==> src/rtl/lamp_safety_monitor.sv <==
// Safety monitor between a traffic light controller and the lamp drivers: decodes signal codes,
// latches conflict / illegal-transition faults and flashes yellow until a held all-red clear.
module lamp_safety_monitor #(
   parameter int unsigned FLASH_HALF = 5,
   parameter int unsigned CLR_HOLD   = 3
) (
   input  logic       clk,
   input  logic       rst,
   input  logic [1:0] h1,
   input  logic [1:0] h2,
   input  logic [1:0] f1,
   input  logic [1:0] f2,
   input  logic       clr,
   output logic [2:0] h1_lamp,
   output logic [2:0] h2_lamp,
   output logic [2:0] f1_lamp,
   output logic [2:0] f2_lamp,
   output logic       fault,
   output logic [1:0] fault_code,
   output logic       flash
);

   localparam int unsigned CW = $clog2(FLASH_HALF) + 1;
   localparam int unsigned HW = (CLR_HOLD > 1) ? $clog2(CLR_HOLD + 1) : 1;
   localparam logic [1:0] RED = 2'b10;

   typedef enum logic [1:0] {StNormal, StFlash, StRecover} state_e;

   state_e          state_q, state_d;
   logic [3:0][1:0] cur;
   logic [3:0][1:0] prev_q, prev_d;
   logic            prev_vld_q, prev_vld_d;
   logic [3:0][2:0] lamp_q, lamp_d;
   logic [1:0]      code_q, code_d;
   logic [CW-1:0]   cnt_q, cnt_d;
   logic            on_q, on_d;
   logic [HW-1:0]   hold_q, hold_d;
   logic            conflict, illegal, all_red, hold_done, violation;

   function automatic logic [2:0] decode(input logic [1:0] c);
      logic [2:0] l;
      unique case (c)
         2'b00:   l = 3'b001;
         2'b01:   l = 3'b010;
         2'b10:   l = 3'b100;
         default: l = 3'b110;
      endcase
      return l;
   endfunction

   function automatic logic legal_step(input logic [1:0] p, input logic [1:0] c);
      return (p == c) || (p == 2'b10 && c == 2'b11) || (p == 2'b11 && c == 2'b00) ||
             (p == 2'b00 && c == 2'b01) || (p == 2'b01 && c == 2'b10);
   endfunction

   assign cur = {h1, h2, f1, f2};

   always_comb begin
      conflict = (h1 != RED || h2 != RED) && (f1 != RED || f2 != RED);
      illegal  = 1'b0;
      for (int i = 0; i < 4; i++) begin
         if (prev_vld_q && !legal_step(prev_q[i], cur[i])) illegal = 1'b1;
      end
      violation = conflict || illegal;
      all_red   = (cur == {4{RED}});
      hold_done = (hold_q == HW'(CLR_HOLD - 1));
   end

   // State register
   always_ff @(posedge clk) begin
      if (rst) state_q <= StNormal;
      else     state_q <= state_d;
   end

   // Next-state logic
   always_comb begin
      state_d = state_q;
      unique case (state_q)
         StNormal:  if (violation) state_d = StFlash;
         StFlash:   if (clr && all_red) state_d = StRecover;
         StRecover: begin
            if (!all_red)      state_d = StFlash;
            else if (hold_done) state_d = StNormal;
         end
         default:   state_d = StNormal;
      endcase
   end

   // Datapath next values
   always_comb begin
      lamp_d     = lamp_q;
      prev_d     = prev_q;
      prev_vld_d = prev_vld_q;
      code_d     = code_q;
      cnt_d      = cnt_q;
      on_d       = on_q;
      hold_d     = hold_q;
      // Blink phase runs through FLASH and RECOVER without restarting
      if (state_q != StNormal) begin
         if (cnt_q == CW'(FLASH_HALF - 1)) begin
            cnt_d = '0;
            on_d  = ~on_q;
         end else begin
            cnt_d = cnt_q + 1'b1;
         end
      end
      unique case (state_q)
         StNormal: begin
            if (violation) begin
               code_d = {illegal, conflict};
               cnt_d  = '0;
               on_d   = 1'b1;
            end else begin
               for (int i = 0; i < 4; i++) lamp_d[i] = decode(cur[i]);
               prev_d     = cur;
               prev_vld_d = 1'b1;
            end
         end
         StFlash:   hold_d = '0;
         StRecover: begin
            if (!all_red) begin
               hold_d = '0;
            end else if (hold_done) begin
               hold_d     = '0;
               lamp_d     = {4{3'b100}};
               prev_d     = {4{RED}};
               prev_vld_d = 1'b1;
               code_d     = 2'b00;
            end else begin
               hold_d = hold_q + 1'b1;
            end
         end
         default: ;
      endcase
   end

   always_ff @(posedge clk) begin
      if (rst) begin
         lamp_q     <= {4{3'b100}};
         prev_q     <= {4{RED}};
         prev_vld_q <= 1'b0;
         code_q     <= 2'b00;
         cnt_q      <= '0;
         on_q       <= 1'b1;
         hold_q     <= '0;
      end else begin
         lamp_q     <= lamp_d;
         prev_q     <= prev_d;
         prev_vld_q <= prev_vld_d;
         code_q     <= code_d;
         cnt_q      <= cnt_d;
         on_q       <= on_d;
         hold_q     <= hold_d;
      end
   end

   // Output logic
   always_comb begin
      fault      = (state_q != StNormal);
      flash      = (state_q != StNormal);
      fault_code = code_q;
      if (state_q == StNormal) begin
         {h1_lamp, h2_lamp, f1_lamp, f2_lamp} = lamp_q;
      end else begin
         h1_lamp = on_q ? 3'b010 : 3'b000;
         h2_lamp = h1_lamp;
         f1_lamp = h1_lamp;
         f2_lamp = h1_lamp;
      end
   end

endmodule

==> config.mk <==
export PLATFORM = sky130hd
export DESIGN_NAME = lamp_safety_monitor
export DESIGN_NICKNAME = d
export VERILOG_FILES = /design/src/rtl/lamp_safety_monitor.sv
export SDC_FILE = /design/constraint.sdc
export NUM_CORES = 1
export LEC_CHECK = 0
export CAP_MARGIN = 20
export CORE_MARGIN = 10
export CORE_UTILIZATION = 25
export CTS_CLUSTER_DIAMETER = 200
export CTS_CLUSTER_SIZE = 10
export DETAILED_ROUTE_END_ITERATION = 8
export DONT_BUFFER_PORTS = 1
export PLACE_DENSITY = 0.49
export SYNTH_ARGS = -nofsm -noshare
export SYNTH_HDL_FRONTEND = slang
export SYNTH_SLANG_ARGS = --single-unit
==> constraint.sdc <==
create_clock -name clk -period 6 [get_ports clk]
set_input_delay 0.9 -clock clk [delete_from_list [all_inputs] [get_ports clk]]
set_output_delay 0.9 -clock clk [all_outputs]
set_load 0.01 [all_outputs]
# Word-level counts from Yosys, hierarchy flattened
# Cells that the tools add are included.
# totals
reg_bits	32
output_inout_bits	16
# op_classes
n_addsub	2
n_eq_ne	43
muxes	44
n_bitwise	1
n_reduce_logical	60
# ops
cell	n
$eq 2x2->1 const B	18
$mux 12	3
$pmux 3 s3	4
$mux 8	3
$pmux 12 s2	1
$logic_and 1x1->1	22
$logic_or 1x1->1	19
$eq 2x1->1 const B	9
$logic_not 2->1	9
$mux 2	9
$ne 2x2->1 const B	9
$mux 4	4
$pmux 8 s2	1
$mux 3	4
$mux 1	11
$eq 2x2->1	4
$eq 8x8->1 const B	1
$pmux 2 s2	2
$reduce_and 4->1	2
$pmux 2 s3	1
$reduce_bool 2->1	3
$add 4x1->4 const B	1
$eq 4x3->1 const B	1
$logic_not 1->1	4
5 further kinds	5

# Logic depth before layout (Yosys ltp)
# logic_depth
depth_word	15
ltp_mapped	8
ltp_nobuf	7

# Worst setup path after synthesis
# Ideal clock, no wire load.
# synth_path
path_kind	input port to flip-flop
startpoint	input port h1[0]
endpoint	register lamp_q[10] (netlist bit)
arrival_ns	2.211
setup_slack_ns	3.672
stages	5
n_path_buf	0
cell_sequence	nand4bb_2 > nor4_4 > nor2_4 > a22o_1 > a22o_1
# synth_via
elab_chain_cells	12
elab_cells_between_ends	27
cone_classes	eq/ne (8); mux (4); reduce/logical (15)
# synth_rtl
item	line_no	text
start, declared	9	input logic [1:0] h1,
$eq 2x2->1	52	return (p == c) || (p == 2'b10 && c == 2'b11) || (p == 2'b11 && c == 2'b00) ||
$logic_and 1x1->1	52	
$logic_or 1x1->1 (3 in series)	52	
$logic_or 1x1->1	53	(p == 2'b00 && c == 2'b01) || (p == 2'b01 && c == 2'b10);
$logic_not 1->1	62	if (prev_vld_q && !legal_step(prev_q[i], cur[i])) illegal = 1'b1;
$logic_and 1x1->1	62	
$mux 1	62	
$logic_or 1x1->1	64	violation = conflict || illegal;
$ne 2x2->1 (no source line)	-	
$reduce_and 4->1 (no source line)	-	
end signal, assigned	139	lamp_q <= {4{3'b100}};
end signal, assigned	147	lamp_q <= lamp_d;
end, declared	33	logic [3:0][2:0] lamp_q, lamp_d;
# Parallel ways exist; a longest one is shown, timed or not. The select of a mux whose other input is x is not followed.
# A chain may end at the register's enable or synchronous reset.

# Worst setup path after layout
# layout_path
startpoint	register state_q[0]
endpoint	output port f2_lamp[1]
# layout_via
elab_chain_cells	2
# layout_rtl
item	line_no	text
start, declared	29	state_e state_q, state_d;
start signal, assigned	71	if (rst) state_q <= StNormal;
start signal, assigned	72	else state_q <= state_d;
$logic_not 2->1	162	if (state_q == StNormal) begin
$mux 3	162	
end, declared	17	output logic [2:0] f2_lamp,
# No other way between the ends.

==> results by group <==
Status
  – Status: completed

Detailed routing
  – M1 WL: around 2.0 mm
  – Post-route DRC: 0
  – WL/cell: approximately 16 µm
  – Vias: approximately 1,400
  – Routed Antenna Nets: 0
  – DR iter-0 viols: 66
  – Metal3 WL: 406 µm
  – Drt first pass iters: 4
  – Routed wl met2: a little under 2 mm
  – Vias per inst: around 4.8
  – Wirelength, routed: 4.514 mm
  – Uppermost layer routed: met4

Global routing
  – Total gr overflow: 0
  – Total GRT Usage: between 8 and 9%
  – Largest net degree at the start of global routing: 21
  – Initial antenna violation count: 0
  – First-pass GRT wire length: 7.500 mm
  – Number of global-route vias before repair: around 1,400

Timing
  – Worst slew margin: roughly 53%
  – Hold Vio Cnt, Final: 0
  – Hold Slack: around 0.46 ns
  – Final Skew: 0.002298 ns
  – Achievable Freq: 301.2 MHz
  – Period utilisation layout: between 50% and 60%
  – Tmin final: between 3 and 4 ns
  – Setup_tns: 0 ns
  – Final setup vio count: 0
  – RSZ-0062 raised after global routing: false
  – Slew Viols, Final: 0
  – Worst-Margin Slew: between 0.7 and 0.8 ns

Floorplanning
  – Die height: 104.3 µm
  – Die width: about 100 µm
  – Row count: 30
  – Die area: roughly 11,000 µm²
  – I/O Pins: 27
  – CORE AREA: just under 7000 µm²
  – Initial core utilization: 25.87%

Pwr
  – Flop pwr share: 39.8%
  – Switching power: roughly 0.25 mW
  – Final Power: approximately 0.65 mW
  – Sw Share: slightly below 40%
  – Power Internal: slightly below 0.4 mW
  – Cell Pwr Density: around 330 nW/µm²
  – Leak pwr: roughly 0.73 nW
  – VDD IR max: 0.00008522 V
  – Clock Power Share: between 20% and 30%
  – Combinational power share: 36.4%

Clock network
  – Root Buffer: clkbuf_8
  – Clk sinks: 32
  – Number of buffers created by CTS: 5
  – Clock buffer depth: 2
  – Clk_lat worst skew: around 0.28 ns
  – PostCTS Resize Cnt: 0
  – H-tree depth: 2
  – Post-CTS setup buffers: 0
  – CTS Hold Bufs: 0
  – CTS tree: yes
  – Clk slew on worst S/H paths: around 0.06 ns

Critical path
  – Ordered cell list for the critical path: inv_1, ha_1, clkinv_1, nand2_1, nand2_1
  – Crit path required time: between 5 and 6 ns
  – Worst Path Buf+Inv: 2
  – R2R Path Start: state_q[0]$_SDFFE_PP0P_
  – Cell mode on critical path: nand2_1
  – R2R depth: 6
  – Worst R2R End: prev_q[4]$_SDFFE_PP0P_
  – Reg-to-reg slack, setup: about 3.3 ns
  – Critical Path End: f2_lamp[1]
  – Max FO, Critical Path: 20
  – Setup Crit Path Kind: reg -> out
  – Worst-path cell with the longest stage delay: ha_1
  – Worst Path Arrival: 2.42 ns
  – Crit-path leading delay family: buffers and inverters
  – Critical path depth in cells: 5
  – Setup crit end kind: output port
  – Critical path launch point: state_q[0]$_SDFFE_PP0P_
  – Crit-path max cell delay: 0.61 ns
  – CP Launch Type: register

Min path
  – Worst hold-check path type: reg -> reg

Layout
  – Ant diodes: 0
  – FF/Latch Area: between 600 and 700 µm²
  – FILL cells: around 760
  – Design area: just under 2000 µm²
  – Area of the multi-input gates: ~1100 µm²
  – Final Util: roughly 28%
  – Final net count: 212
  – Area Growth Syn to Fin: 9.366%
  – Fraction of layout cells with a size suffix above 1: 8.763%

Synthesis
  – Post-synth EDFFs: 0
  – Register bit total from synthesis: 32
  – Most used flip-flop cell after synthesis: dfxtp_1
  – Yosys cell types: 45
  – Sequential element share of the synthesized area: a little over a third
  – Post-Syn Instances: 194
  – Net count after synthesis: around 210
  – Syn Std Cell Area: between 1500 and 2000 µm²
  – YS warnings: 0
  – Post-synth ARST share: 0%
  – Avg Cell Area, Syn: ~9 µm²

Run
  – Max cap viols: 0

Placed design
  – DP HPWL: 3.337 mm
  – Final RePlAce weighted congestion: roughly 0.75
  – Dpl cell area: approximately 1900 µm²
  – Port bufs: 0
[power groups by stage]
stage                     clock, mW  combinational (mW)  sequential [mW]
after floorplan                   0               0.199            0.256
after global placement            0               0.242            0.262
after detailed placement          0               0.243            0.263
after CTS                     0.162               0.246            0.259
after global routing          0.171               0.269            0.262
final                         0.154               0.236            0.258
[cell families (layout without fill, tap and decap cells)]
| family | Yosys count | after routing | share of synthesized area, % |
|---|---|---|---|
| xor gates and xnor gates | 8 | 8 | 4.789 |
| and+or+nand+nor | 77 | 77 | 26.76 |
| AOI/OAI and AO/OA | 51 | 51 | 22.11 |
| adders and majority gates | 7 | 7 | 4.929 |
| DFF | 32 | 32 | 36.06 |
| muxes | 3 | 3 | 1.690 |
| buffers and inverters | 16 | 16 | 3.662 |
[flip-flops by register name, summed over array words and instances (netlist names)]
signal and cells:
lamp_q 12, prev_q 8, cnt_q 4, fault_code 2
hold_q 2, state_q 2, on_q 1, prev_vld_q 1
[final cells by class]
type / instances / share of cell area, %
clock inverters: 1 / 0.2576
multi-input cells: 146 / 55.12
clock buffers: 6 / 3.735
flip-flops and latches: 32 / 32.97
inverters: 9 / 1.739
well taps: 96 / 6.182
[synth_stat cells (all sizes together) (2+ instances only)]
| library cell | instances | area share, % |
|---|---|---|
| dfxtp | 32 | 36 |
| nor4 | 2 | 2.4 |
| buf | 2 | 0.70 |
| or3 | 3 | 1.1 |
| a21oi | 16 | 4.5 |
| xor2 | 3 | 1.5 |
| nand4bb | 2 | 1.5 |
| and2b | 2 | 0.84 |
| and2 | 8 | 2.8 |
| a31oi | 2 | 0.70 |
| clkbuf | 5 | 1.1 |
| nand3 | 6 | 1.7 |
| nand2 | 18 | 3.8 |
| nor3 | 5 | 1.4 |
| nor2b | 3 | 1.1 |
| o22a | 8 | 3.9 |
| nor2 | 9 | 2.3 |
| and3 | 5 | 1.8 |
| nand4 | 2 | 1.1 |
| nor4bb | 2 | 1.1 |
| a22oi | 5 | 2.9 |
| a22o | 10 | 4.9 |
| inv | 8 | 1.7 |
| nand2b | 5 | 1.8 |
| ha | 7 | 4.9 |
| o21ai | 4 | 1.1 |
| xnor2 | 5 | 3.3 |
| or4 | 2 | 0.84 |
| mux2i | 3 | 1.7 |
[cell usage in the layout (no fill, tap or decap), types with 2 or more instances in the layout]
| cell | count |
|---|---|
| dfxtp_1 | 32 |
| o22a_1 | 8 |
| and3_1 | 5 |
| nand2b_1 | 5 |
| and2b_1 | 2 |
| nor2b_1 | 3 |
| a21oi_1 | 16 |
| clkbuf_8 | 5 |
| nand2_1 | 18 |
| and2_1 | 8 |
| a31oi_1 | 2 |
| mux2i_1 | 3 |
| ha_1 | 7 |
| xnor2_1 | 3 |
| o21ai_0 | 4 |
| xnor2_2 | 2 |
| a22oi_1 | 4 |
| nand3_1 | 6 |
| nor4_4 | 2 |
| or4_1 | 2 |
| nor2_1 | 8 |
| xor2_1 | 3 |
| inv_1 | 8 |
| nor3_1 | 5 |
| nor4bb_1 | 2 |
| or3_1 | 3 |
| a22o_1 | 10 |
[through the flow]
stage	worst slack, ns	instances
floorplan	3.672	194
global placement	2.992	283
detailed placement	2.858	283
CTS	2.509	290
global route	2.322	290
finish	2.680	290
[per-layer routing]
metal	up-vias	global-route usage (%)
met2	28	12.49
met1	663	10.16
li1	703	-
met4	0	3.280
met5	-	0
met3	6	3.841
[worst min path at each step]
stage / start / to / cells after the start
after global placement: lamp_q[2]$_SDFFE_PP1P_ / lamp_q[2]$_SDFFE_PP1P_ / 1
after floorplan: lamp_q[11]$_SDFFE_PP1P_ / lamp_q[11]$_SDFFE_PP1P_ / 1
after detailed placement: lamp_q[2]$_SDFFE_PP1P_ / lamp_q[2]$_SDFFE_PP1P_ / 1
after CTS: lamp_q[2]$_SDFFE_PP1P_ / lamp_q[2]$_SDFFE_PP1P_ / 1
final: lamp_q[8]$_SDFFE_PP1P_ / lamp_q[8]$_SDFFE_PP1P_ / 1
after global routing: lamp_q[2]$_SDFFE_PP1P_ / lamp_q[2]$_SDFFE_PP1P_ / 1
Power figures use the tool's default switching activity.
